--- config.mk ---
export PLATFORM = sky130hd
export DESIGN_NAME = score_keeper
export DESIGN_NICKNAME = d
export VERILOG_FILES = /design/src/rtl/score_keeper.sv
export SDC_FILE = /design/constraint.sdc
export NUM_CORES = 1
export LEC_CHECK = 0
export BUFFER_PORTS_ARGS = -buffer_cell sky130_fd_sc_hd__buf_2
export CAP_MARGIN = 20
export CORE_AREA = 2 2 94 114
export DETAILED_ROUTE_END_ITERATION = 10
export DIE_AREA = 0 0 96 116
export PLACE_DENSITY_LB_ADDON = 0.2
export SYNTH_ARGS = -nofsm -noshare
export SYNTH_HDL_FRONTEND = slang
export SYNTH_SLANG_ARGS = --single-unit
--- constraint.sdc ---
create_clock -name clk3 -period 2.1 [get_ports clk3]
set_clock_uncertainty 0.15 [all_clocks]
set_input_delay 0.315 -clock clk3 [delete_from_list [all_inputs] [get_ports clk3]]
set_output_delay 0.315 -clock clk3 [all_outputs]
set_load 0.05 [all_outputs]
--- src/rtl/score_keeper.sv ---
// score_keeper: frame-clocked score engine for the dinosaur runner.
// Sequences IDLE/RUN/PAUSE/OVER, keeps a packed-BCD score, a speed level
// derived from points earned, and a session high score.
module score_keeper #(
  parameter int DIGITS     = 4,
  parameter int PERIOD     = 2,
  parameter int LEVEL_STEP = 100,
  parameter int LEVEL_W    = 4,
  parameter int LEVEL_MAX  = 15
) (
  input  logic                  clk3,
  input  logic                  reset,
  input  logic                  start,
  input  logic                  pause,
  input  logic                  game_over,
  input  logic                  clear_hi,
  output logic [4*DIGITS-1:0]   score_bcd,
  output logic [4*DIGITS-1:0]   hi_bcd,
  output logic [LEVEL_W-1:0]    level,
  output logic                  level_up,
  output logic                  new_record,
  output logic                  saturated,
  output logic [1:0]            state
);

  localparam int FRAME_W = (PERIOD > 1) ? $clog2(PERIOD) : 1;
  localparam int STEP_W  = (LEVEL_STEP > 1) ? $clog2(LEVEL_STEP) : 1;

  localparam logic [FRAME_W-1:0]  FRAME_LAST = FRAME_W'(PERIOD - 1);
  localparam logic [STEP_W-1:0]   STEP_LAST  = STEP_W'(LEVEL_STEP - 1);
  localparam logic [LEVEL_W-1:0]  LVL_MAX    = LEVEL_W'(LEVEL_MAX);
  localparam logic [4*DIGITS-1:0] ALL_NINES  = {DIGITS{4'h9}};

  typedef enum logic [1:0] {
    IDLE  = 2'd0,
    RUN   = 2'd1,
    PAUSE = 2'd2,
    OVER  = 2'd3
  } state_t;

  state_t cur_state, next_state;

  logic [FRAME_W-1:0]  frame_cnt;
  logic [STEP_W-1:0]   step_cnt;
  logic [4*DIGITS-1:0] score_inc;
  logic                carry;
  logic                active;
  logic                enter_run;
  logic                enter_over;

  assign state      = cur_state;
  assign saturated  = (score_bcd == ALL_NINES);
  assign active     = (cur_state == RUN) && !pause && !game_over;
  assign enter_run  = (cur_state == IDLE) && start;
  assign enter_over = ((cur_state == RUN) || (cur_state == PAUSE)) && game_over;

  // State register, cleared to IDLE by the asynchronous reset.
  always_ff @(posedge clk3 or negedge reset) begin
    if (!reset) cur_state <= IDLE;
    else        cur_state <= next_state;
  end

  // Next-state selection; game_over outranks pause so a collision always ends the run.
  always_comb begin
    next_state = cur_state;
    case (cur_state)
      IDLE:    if (start) next_state = RUN;
      RUN: begin
        if (game_over)  next_state = OVER;
        else if (pause) next_state = PAUSE;
      end
      PAUSE: begin
        if (game_over)   next_state = OVER;
        else if (!pause) next_state = RUN;
      end
      OVER:    if (!start) next_state = IDLE;
      default: next_state = IDLE;
    endcase
  end

  // BCD ripple increment: each 9 rolls to 0 and passes the carry upward.
  always_comb begin
    score_inc = score_bcd;
    carry     = 1'b1;
    for (int d = 0; d < DIGITS; d++) begin
      if (carry) begin
        if (score_bcd[4*d +: 4] == 4'd9) begin
          score_inc[4*d +: 4] = 4'd0;
        end else begin
          score_inc[4*d +: 4] = score_bcd[4*d +: 4] + 4'd1;
          carry = 1'b0;
        end
      end
    end
  end

  // Frame divider, score, level-step counter and level, all cleared on entry to RUN.
  always_ff @(posedge clk3 or negedge reset) begin
    if (!reset) begin
      frame_cnt <= '0;
      step_cnt  <= '0;
      score_bcd <= '0;
      level     <= '0;
      level_up  <= 1'b0;
    end else begin
      level_up <= 1'b0;
      if (enter_run) begin
        frame_cnt <= '0;
        step_cnt  <= '0;
        score_bcd <= '0;
        level     <= '0;
      end else if (active) begin
        if (frame_cnt == FRAME_LAST) begin
          frame_cnt <= '0;
          if (!saturated) begin
            score_bcd <= score_inc;
            if (step_cnt == STEP_LAST) begin
              step_cnt <= '0;
              if (level != LVL_MAX) begin
                level    <= level + LEVEL_W'(1);
                level_up <= 1'b1;
              end
            end else begin
              step_cnt <= step_cnt + STEP_W'(1);
            end
          end
        end else begin
          frame_cnt <= frame_cnt + FRAME_W'(1);
        end
      end
    end
  end

  // High score capture on the edge into OVER, record flag, and IDLE-only clear.
  always_ff @(posedge clk3 or negedge reset) begin
    if (!reset) begin
      hi_bcd     <= '0;
      new_record <= 1'b0;
    end else if (enter_over) begin
      if (score_bcd > hi_bcd) begin
        hi_bcd     <= score_bcd;
        new_record <= 1'b1;
      end
    end else if ((cur_state == OVER) && !start) begin
      new_record <= 1'b0;
    end else if ((cur_state == IDLE) && clear_hi) begin
      hi_bcd <= '0;
    end
  end

endmodule
-- After elaboration in Yosys (flattened, before gate mapping)
Index checks and enable logic that the tools add are counted.
- add/sub/neg operators: 7
- reduce and logical (&&, ||, !) cells: 28
- bitwise gates (word level): 0
- equal/unequal tests: 17
- divide/modulo/power cells: 0
- muxes and demuxes: 50
- shifts and indexed selects: 0
- magnitude comparators: 1
- multiply operators: 0
- operators with widths (cell ; number):
    $mux W16 ; 8
    $mux W4 ; 13
    $mux W7 ; 5
    $add A4 B1 Y4 const B ; 5
    $reduce_bool A2 Y1 ; 9
    $mux W1 ; 17
    $eq A16 B16 Y1 const B ; 1
    $eq A4 B4 Y1 const B ; 4
    $gt A16 B16 Y1 ; 1
    $reduce_and A4 Y1 ; 4
    $mux W2 ; 6
    $pmux W2 S4 ; 1
    $add A7 B1 Y7 const B ; 1
    $eq A7 B7 Y1 const B ; 1
    $logic_and A1 B1 Y1 ; 6
    $ne A2 B2 Y1 const B ; 3
    $ne A3 B3 Y1 const B ; 2
    $reduce_and A3 Y1 ; 2
    $reduce_and A5 Y1 ; 1
    $eq A2 B2 Y1 const B ; 2
    $ne A2 B1 Y1 const B ; 2
    $ne A4 B4 Y1 const B ; 1
    $logic_not A1 Y1 ; 3
    $eq A2 B1 Y1 const B ; 1
    other kinds (4) ; 4
- word-level logic and storage cells: 114
- bits of input ports: 6
- memory bits (read-only): 0
- bits in latches: 0
- flip-flop bits (word level): 48
- memories: 0
- bits in writable memories: 0
- output and inout bits: 41

-- Logic depth before layout (Yosys ltp)
Gate-level depths: netlist of run 1.
- depth after elaboration: 9
- mapped depth: 9
- gate-level depth less buffers: 7

-- Least setup slack after synthesis of run 1
No wires, ideal clock.
- path kind: reg-to-reg
- start point: register score_bcd[12]
- end point: register level[2]
- stages on the path, launching flop included: 7
- setup time: 120 ps
- arrival: 2521 ps
- required time: 1830 ps
- clock period less this slack: 2792 ps
- path slack: -692 ps
- path buffers: 1
- path through: dfrtp_1 > ha_1 > nand3b_4 > nor4_4 > and4b_1 > buf_6 > a31o_2
- cells in the longest elaborated chain, start to end: 3
- ends and longest elaborated chain (element ; line ; RTL):
    start: declaration ; 17 ; output logic [4*DIGITS-1:0] score_bcd,
    start signal: assignment ; 116 ; score_bcd <= score_inc;
    $eq A16 B16 Y1 ; 52 ; assign saturated = (score_bcd == ALL_NINES);
    named net saturated ; 22 ; output logic saturated,
    $ne A2 B1 Y1 (no line) ; - ;
    $reduce_and A5 Y1 (no line) ; - ;
    end signal: assignment ; 120 ; level <= level + LEVEL_W'(1);
    end: declaration ; 19 ; output logic [LEVEL_W-1:0] level,
The timed path passes the listed nets, and every way through them passes these cells.
A chain may end at the register's enable or synchronous reset.

-- Worst setup path in the final report of run 1
- start point: register score_bcd[9]
- end point: register hi_bcd[1]
- cells in the longest elaborated chain, start to end: 3
- ends and longest elaborated chain (element ; line ; RTL):
    $gt A16 B16 Y1 ; 140 ; if (score_bcd > hi_bcd) begin
    $ne A2 B1 Y1 (no line) ; - ;
    $reduce_and A3 Y1 (no line) ; - ;
    end signal: assignment ; 141 ; hi_bcd <= score_bcd;
    end: declaration ; 18 ; output logic [4*DIGITS-1:0] hi_bcd,
Every way passes these cells.

==> results.sh, run 1 <==
export IMPL_place_ws_ps=-132
export IMPL_core_area_um2=9960
export IMPL_grt_use_total=0.202
export IMPL_design_power_total_mw=5.12
export IMPL_portBuffers=46
export IMPL_yosysSeqAreaShare=0.348
export IMPL_fin_crit_ps=2230
export IMPL_reg2reg_to="hi_bcd[1]"
export IMPL_max_freq_mhz=448
export IMPL_critPathLaunchType="flop"
export IMPL_fin_crit_sh=1.06
export IMPL_rrSetupSlack_ps=-130
export IMPL_drive_gt1_frac=0.549
export IMPL_ys_warn_count=0
export IMPL_setup_ws_ps=-131
export IMPL_hold_violations=27
export IMPL_antenna_found_initial=0
export IMPL_synth_top_area_share=0.348
export IMPL_clk_latency_ps=290
export IMPL_die_h_um=116
export IMPL_fin_cells=625
export IMPL_whs_ps=-18.5
export IMPL_synthArstFlopShare=1.00
export IMPL_grt_max_degree=49
export IMPL_synth_enable_flop_cells=0
export IMPL_detail_route_first_pass_iterations=4
export IMPL_grt_setup_unrepaired="yes"
export IMPL_path_class="reg -> reg"
export IMPL_worst_pin_slew_ps=660
export IMPL_grt_pass1_wl_um=17600
export IMPL_report_final_setup_viol=32
export IMPL_hold_path_class="in -> async"
export IMPL_p_int_mw=2.77
export IMPL_crit_path_end_kind="flop"
export IMPL_dpl_hpwl_um=7160
export IMPL_seqPwrFrac=0.251
export IMPL_nFillCells=892
export IMPL_r2r_cells=10
export IMPL_r2r_start="score_bcd[9]"
export IMPL_power_frac_clock=0.184
export IMPL_grt_pass1_vias=3437
export IMPL_cp_max_fo=5
export IMPL_p_per_area_nw_per_um2=968
export IMPL_p_switching_mw=2.35
export IMPL_status="complete, but fails checks"
export IMPL_tritoncts="built"
export IMPL_boundaryPins=47
export IMPL_drv_cap=0
export IMPL_fin_nets=534
export IMPL_die_x_um=96
export IMPL_vias_per_cell=5.56
export IMPL_yosys_area_top_type="dfrtp_1"
export IMPL_wl_um=11000
export IMPL_synth_main_ff_cell="dfrtp_1"
export IMPL_utilization=0.532
export IMPL_routed_via_count=3475
export IMPL_violations="negative hold slack, negative setup slack"
export IMPL_root_buffer="clkbuf_16"
export IMPL_irDropWorstVdd_mv=0.396
export IMPL_die_area_um2=11100
export IMPL_fp_row_count=40
export IMPL_grt_overflow=0
export IMPL_required_ps=2120
export IMPL_post_route_drc_count=0
export IMPL_ys_seq_elements=48
export IMPL_htree_levels=2
export IMPL_synth_distinct_cells=55
export IMPL_crit_arrival_ps=2250
export IMPL_numClockSinks=48
export IMPL_path_clk_slew_ps=70
export IMPL_setup_tns_ps=-2440
export IMPL_antenna_cells=0
export IMPL_synth_area_um2=3450
export IMPL_ant_nets=0
export IMPL_drtIter0Drc=151
export IMPL_area_delta_synth_final_pct=53.4
export IMPL_gp_congestion=0.874
export IMPL_synth_top_cells_by_area="dfrtp_1 35%, ha_1 11%, nor3b_1 6.5%, nand3_1 5.8%, nand4_1 4.2%"
export IMPL_dpl_cell_count=587
export IMPL_numCtsBuffers=5
export IMPL_slew_headroom=0.560
export IMPL_maxSlewViolCount=0
export IMPL_routedWlPerCell_um=17.6
export IMPL_synth_nets=421
export IMPL_syn_avg_cell_area_um2=8.96
export IMPL_initial_core_util=0.346
export IMPL_clockBufferDepth=2
export IMPL_leakagePower_nw=2.42
export IMPL_comb_power_share=0.565
export IMPL_switching_share=0.459
export IMPL_synth_cells=385
[critical path, cell delays in order (launching register included)]
cell,delay [ps]
dfrtp_2,420
buf_6,120
ha_4,260
nand4_1,130
buf_4,180
nor4_4,280
buf_4,180
buf_6,140
nor3_1,70
o31ai_2,70
nand3_1,100
[Yosys cell counts (2+ instances only)]
cell,instances
o21a_1,2
dfrtp_1,48
a21oi_1,16
clkbuf_1,9
nor4_4,2
a31o_2,2
nor2_1,14
and3_1,6
o21ai_0,14
nand4b_1,2
buf_2,7
nand2b_1,3
nor3_1,13
or2_2,2
and3b_1,2
nand2_1,27
a21o_1,2
mux2i_1,3
nor3b_1,30
buf_6,2
or3_1,5
nand3b_4,3
nand4_1,23
xnor2_1,3
a32o_1,2
inv_1,24
o31ai_1,18
o21ai_1,2
and2_1,3
ha_1,30
nand3_1,40
nor2b_1,3
[power by group through the flow]
| stage | Combinational (mW) | Sequential, mW | Clock [mW] |
|---|---|---|---|
| floorplan | 1.15 | 1.81 | 0 |
| global placement | 2.36 | 1.28 | 0 |
| detailed placement | 2.38 | 1.29 | 0 |
| CTS | 2.72 | 1.28 | 0.952 |
| global route | 3.13 | 1.31 | 1.00 |
| finish | 2.89 | 1.29 | 0.945 |
[metrics by stage]
stage | cell area, um^2 | hold WS [ps]
3_5_place_dp | 4340 | 322
4_1_cts | 5030 | 16.5
2_1_floorplan | 3660 | -131
3_3_place_gp | 4340 | 326
6_report | 5290 | -18.5
5_1_grt | 5290 | 57.1
[worst max-delay path by stage]
stage	startpoint	end	slack [ps]	cells past startpoint
2_1_floorplan	score_bcd[13]	level[3]	-440	8
3_3_place_gp	score_bcd[13]	hi_bcd[9]	-120	7
3_5_place_dp	score_bcd[13]	hi_bcd[10]	-130	7
4_1_cts	score_bcd[9]	saturated	-130	5
5_1_grt	score_bcd[9]	hi_bcd[10]	-210	10
6_report	score_bcd[9]	hi_bcd[1]	-130	10
[cell families after synthesis]
| logic type | count (synthesis) | share of synthesized area |
|---|---|---|
| simple gates | 185 | 0.327 |
| fa+ha+maj | 30 | 0.109 |
| xor+xnor | 4 | 0.0102 |
| buf+inv | 45 | 0.0573 |
| compound gates | 70 | 0.140 |
| flops | 48 | 0.348 |
| mux | 3 | 0.00870 |
[cells in the final DEF, fill, tap and decap left out, types with 5 or more instances in the layout]
cell,count
dfrtp_2,33
buf_2,45
ha_4,11
inv_1,11
ha_1,19
o21ai_1,9
a21oi_2,7
nand3_1,33
and3_1,6
o31ai_2,6
clkbuf_16,5
nor2_1,10
buf_4,63
nor3b_1,20
nand2_1,26
nor3b_2,7
dfrtp_1,14
nand3_2,6
nor3_2,5
nand4_1,23
nor3_1,6
inv_2,11
a21oi_1,10
o31ai_4,9
buf_6,12
o21ai_0,5
[layer usage]
metal	vias to the layer above	share of wire	GRT usage
met3	32	0.038	0.0273
met4	0	0.029	0.0686
met5	-	0	0
met1	1697	0.41	0.251
met2	95	0.52	0.356
li1	1651	-	-
[flip-flops by register name (all words and copies together), names as in the netlist]
signal and count:
hi_bcd 16, state 2, frame_cnt 1, new_record 1
score_bcd 16, level 4, step_cnt 7, level_up 1
[area by class of cell]
type / count / area [um^2] / area share
clock buffers: 5 / 125 / 0.0236
clock inverters: 3 / 42.5 / 0.00804
inverters: 24 / 95.1 / 0.0180
multi-input cells: 294 / 2690 / 0.508
flip-flops and latches: 48 / 1250 / 0.235
well taps: 126 / 158 / 0.0298
repair buffers: 125 / 936 / 0.177
[what timing repair did]
action,CTS,global route
setup endpoints to repair,32,42
hold buffers,0,0
buffers inserted,18,7
pin swaps,25,31
gates resized for setup,74,49
gates cloned,4,1
(Power assumes the default switching activity.)
==> run 2: changes to the inputs <==
- ABC_AREA: not set -> 1
- CORE_AREA: 2 2 94 114 -> 2 2 88 106
- DIE_AREA: 0 0 96 116 -> 0 0 90 108
==> results.sh, run 2 <==
export IMPL_comb_power_share=0.594
export IMPL_drv_cap=0
export IMPL_numClockSinks=48
export IMPL_p_int_mw=2.66
export IMPL_antenna_found_initial=0
export IMPL_critPathLaunchType="flop"
export IMPL_yosysSeqAreaShare=0.405
export IMPL_boundaryPins=47
export IMPL_synth_most_common_cell="nand2_1"
export IMPL_die_area_um2=9720
export IMPL_path_cells="inv_2 -> ha_4 -> nand2_4 -> nor2_4 -> inv_2 -> nor4_4 -> buf_6"
export IMPL_required_ps=1630
export IMPL_p_per_area_nw_per_um2=1330
export IMPL_grt_setup_unrepaired="yes"
export IMPL_cp_max_fo=6
export IMPL_dpl_cell_count=551
export IMPL_tritoncts="built"
export IMPL_utilization=0.456
export IMPL_drive_gt1_frac=0.345
export IMPL_crit_path_end_kind="primary output"
export IMPL_portBuffers=46
export IMPL_ant_nets=0
export IMPL_maxSlewViolCount=0
export IMPL_vias_per_cell=4.72
export IMPL_initial_core_util=0.344
export IMPL_detail_route_first_pass_iterations=4
export IMPL_final_cell_mix="94 x nand2_1, 45 x buf_2, 44 x inv_1"
export IMPL_die_x_um=90
export IMPL_status="complete, but fails checks"
export IMPL_synth_distinct_cells=32
export IMPL_htree_levels=2
export IMPL_violations="negative setup slack"
export IMPL_area_delta_synth_final_pct=32.4
export IMPL_crit_arrival_ps=1680
export IMPL_power_frac_clock=0.133
export IMPL_max_freq_mhz=466
export IMPL_path_clk_slew_ps=90
export IMPL_routedWlPerCell_um=12.8
export IMPL_grt_pass1_wl_um=12500
export IMPL_gp_congestion=0.817
export IMPL_crit_top_cell="inv_2"
export IMPL_synth_top_cells_by_area="dfrtp_1 41%, ha_1 13%, nand2_1 13%, inv_1 6.5%, nand3_1 5.6%"
export IMPL_wl_um=7340
export IMPL_dpl_hpwl_um=5170
export IMPL_synth_enable_flop_cells=0
export IMPL_synthTopCellsByCount="100 x nand2_1, 51 x inv_1, 48 x dfrtp_1"
export IMPL_yosys_area_top_type="dfrtp_1"
export IMPL_grt_use_total=0.157
export IMPL_fin_crit_sh=1.02
export IMPL_drtIter0Drc=72
export IMPL_synth_top_area_share=0.405
export IMPL_syn_avg_cell_area_um2=7.89
export IMPL_grt_max_degree=49
export IMPL_setup_tns_ps=-47.2
export IMPL_hold_path_class="in -> reg"
export IMPL_antenna_cells=0
export IMPL_fp_row_count=37
export IMPL_p_switching_mw=2.57
export IMPL_switching_share=0.491
export IMPL_fin_nets=493
export IMPL_irDropWorstVdd_mv=0.572
export IMPL_fin_crit_ps=2150
export IMPL_ys_seq_elements=48
export IMPL_numCtsBuffers=5
export IMPL_root_buffer="clkbuf_8"
export IMPL_ys_warn_count=0
export IMPL_clk_latency_ps=310
export IMPL_layout_commonest_cell="nand2_1"
export IMPL_slew_headroom=0.776
export IMPL_report_final_setup_viol=1
export IMPL_seqPwrFrac=0.273
export IMPL_synth_nets=412
export IMPL_clockBufferDepth=2
export IMPL_finish_instance_area_um2=3930
export IMPL_post_route_drc_count=0
export IMPL_core_area_um2=8610
export IMPL_routed_via_count=2713
export IMPL_synth_area_um2=2970
export IMPL_die_h_um=108
export IMPL_grt_overflow=0
export IMPL_hold_violations=0
export IMPL_synth_main_ff_cell="dfrtp_1"
export IMPL_leakagePower_nw=2.03
export IMPL_fin_cells=575
export IMPL_grt_pass1_vias=2709
export IMPL_worst_pin_slew_ps=333
export IMPL_synth_cells=376
export IMPL_place_area_um2=3510
export IMPL_cp_slowest_stage_delay_ps=460
export IMPL_slowest_stage="dfrtp_2"
export IMPL_path_class="reg -> out"
export IMPL_setup_ws_ps=-47.2
export IMPL_synthArstFlopShare=1.00
export IMPL_top_regs="hi_bcd (16), score_bcd (16), step_cnt (7)"
-- run 2: cell count changes in the layout (fill, tap and decap cells not counted), sizes merged, moves of 5 or more --
cell / delta
nor3b: -29
nor2: +18
nand4: -19
and3: -5
o31ai: -16
inv: +28
or3: -5
nand2: +79
nor3: -7
buf: -47
-- run 2: power by group through the flow --
| stage | Combinational (mW) | Sequential [mW] | Clock [mW] |
|---|---|---|---|
| 2_1_floorplan | 1.29 | 2.06 | 0 |
| 3_3_place_gp | 2.66 | 1.47 | 0 |
| 3_5_place_dp | 2.68 | 1.48 | 0 |
| 4_1_cts | 2.82 | 1.44 | 0.711 |
| 5_1_grt | 3.46 | 1.47 | 0.752 |
| 6_report | 3.11 | 1.43 | 0.693 |
-- run 2: per-stage QoR --
step                power (mW)  hold slack [ps]  setup WS [ps]
floorplan                 3.36             -131           -158
global placement          4.12              182           39.7
detailed placement        4.16              182           16.4
CTS                       4.97              219          -40.6
global route              5.68              268           -121
finish                    5.23              240          -47.2
-- run 2: cells by family (layout without fill, tap and decap cells) --
group	Yosys count	after routing	synth area share
simple gates	191	191	0.287
compound gates	43	43	0.0785
buf+inv	58	140	0.0848
xor+xnor	6	6	0.0177
fa+ha+maj	30	30	0.127
flops	48	48	0.405
-- run 2: worst max-delay path: cells and delay by family, from the launching register on --
kind | cells | cell delay [ps]
buffers and inverters | 3 | 360
adders and majority gates | 1 | 130
DFF | 1 | 460
and+or+nand+nor | 3 | 440
-- run 2: layout make-up --
| cell class | count | area, um^2 |
|---|---|---|
| fillers | 915 | 4680 |
| multi-input cells | 270 | 1680 |
| flip-flops and latches | 48 | 1240 |
| repair buffers | 80 | 553 |
| inverters | 52 | 203 |
| well taps | 117 | 146 |
| clock buffers | 5 | 68.8 |
| clock inverters | 3 | 42.5 |
-- run 2: layer usage --
metal / up-vias / share of wire / track usage
li1: 1373 / - / -
met1: 1276 / 0.44 / 0.190
met2: 57 / 0.51 / 0.288
met3: 7 / 0.036 / 0.0272
met4: 0 / 0.014 / 0.0418
met5: - / 0 / 0
-- run 2: repair_timing --
item | in CTS | in global routing
buffers inserted | 8 | 6
pin swaps | 3 | 13
gates cloned | 0 | 1
endpoints found under the setup margin | 1 | 28
hold endpoints to repair | 48 | 0
resized for setup | 13 | 27
hold buffers | 1 | 0
-- run 2: path summary, 6_finish.rpt --
kind	from	end	slack (ps)	depth (start not counted)
min in group asynchronous	reset	hi_bcd[11]	350	3
max in group asynchronous	reset	score_bcd[11]	1160	3
worst min register to register	hi_bcd[15]	hi_bcd[15]	350	2
worst max register to register	score_bcd[5]	hi_bcd[2]	60	13
worst max-delay path	score_bcd[13]	saturated	-50	7
worst min-delay path	game_over	state[0]	240	3
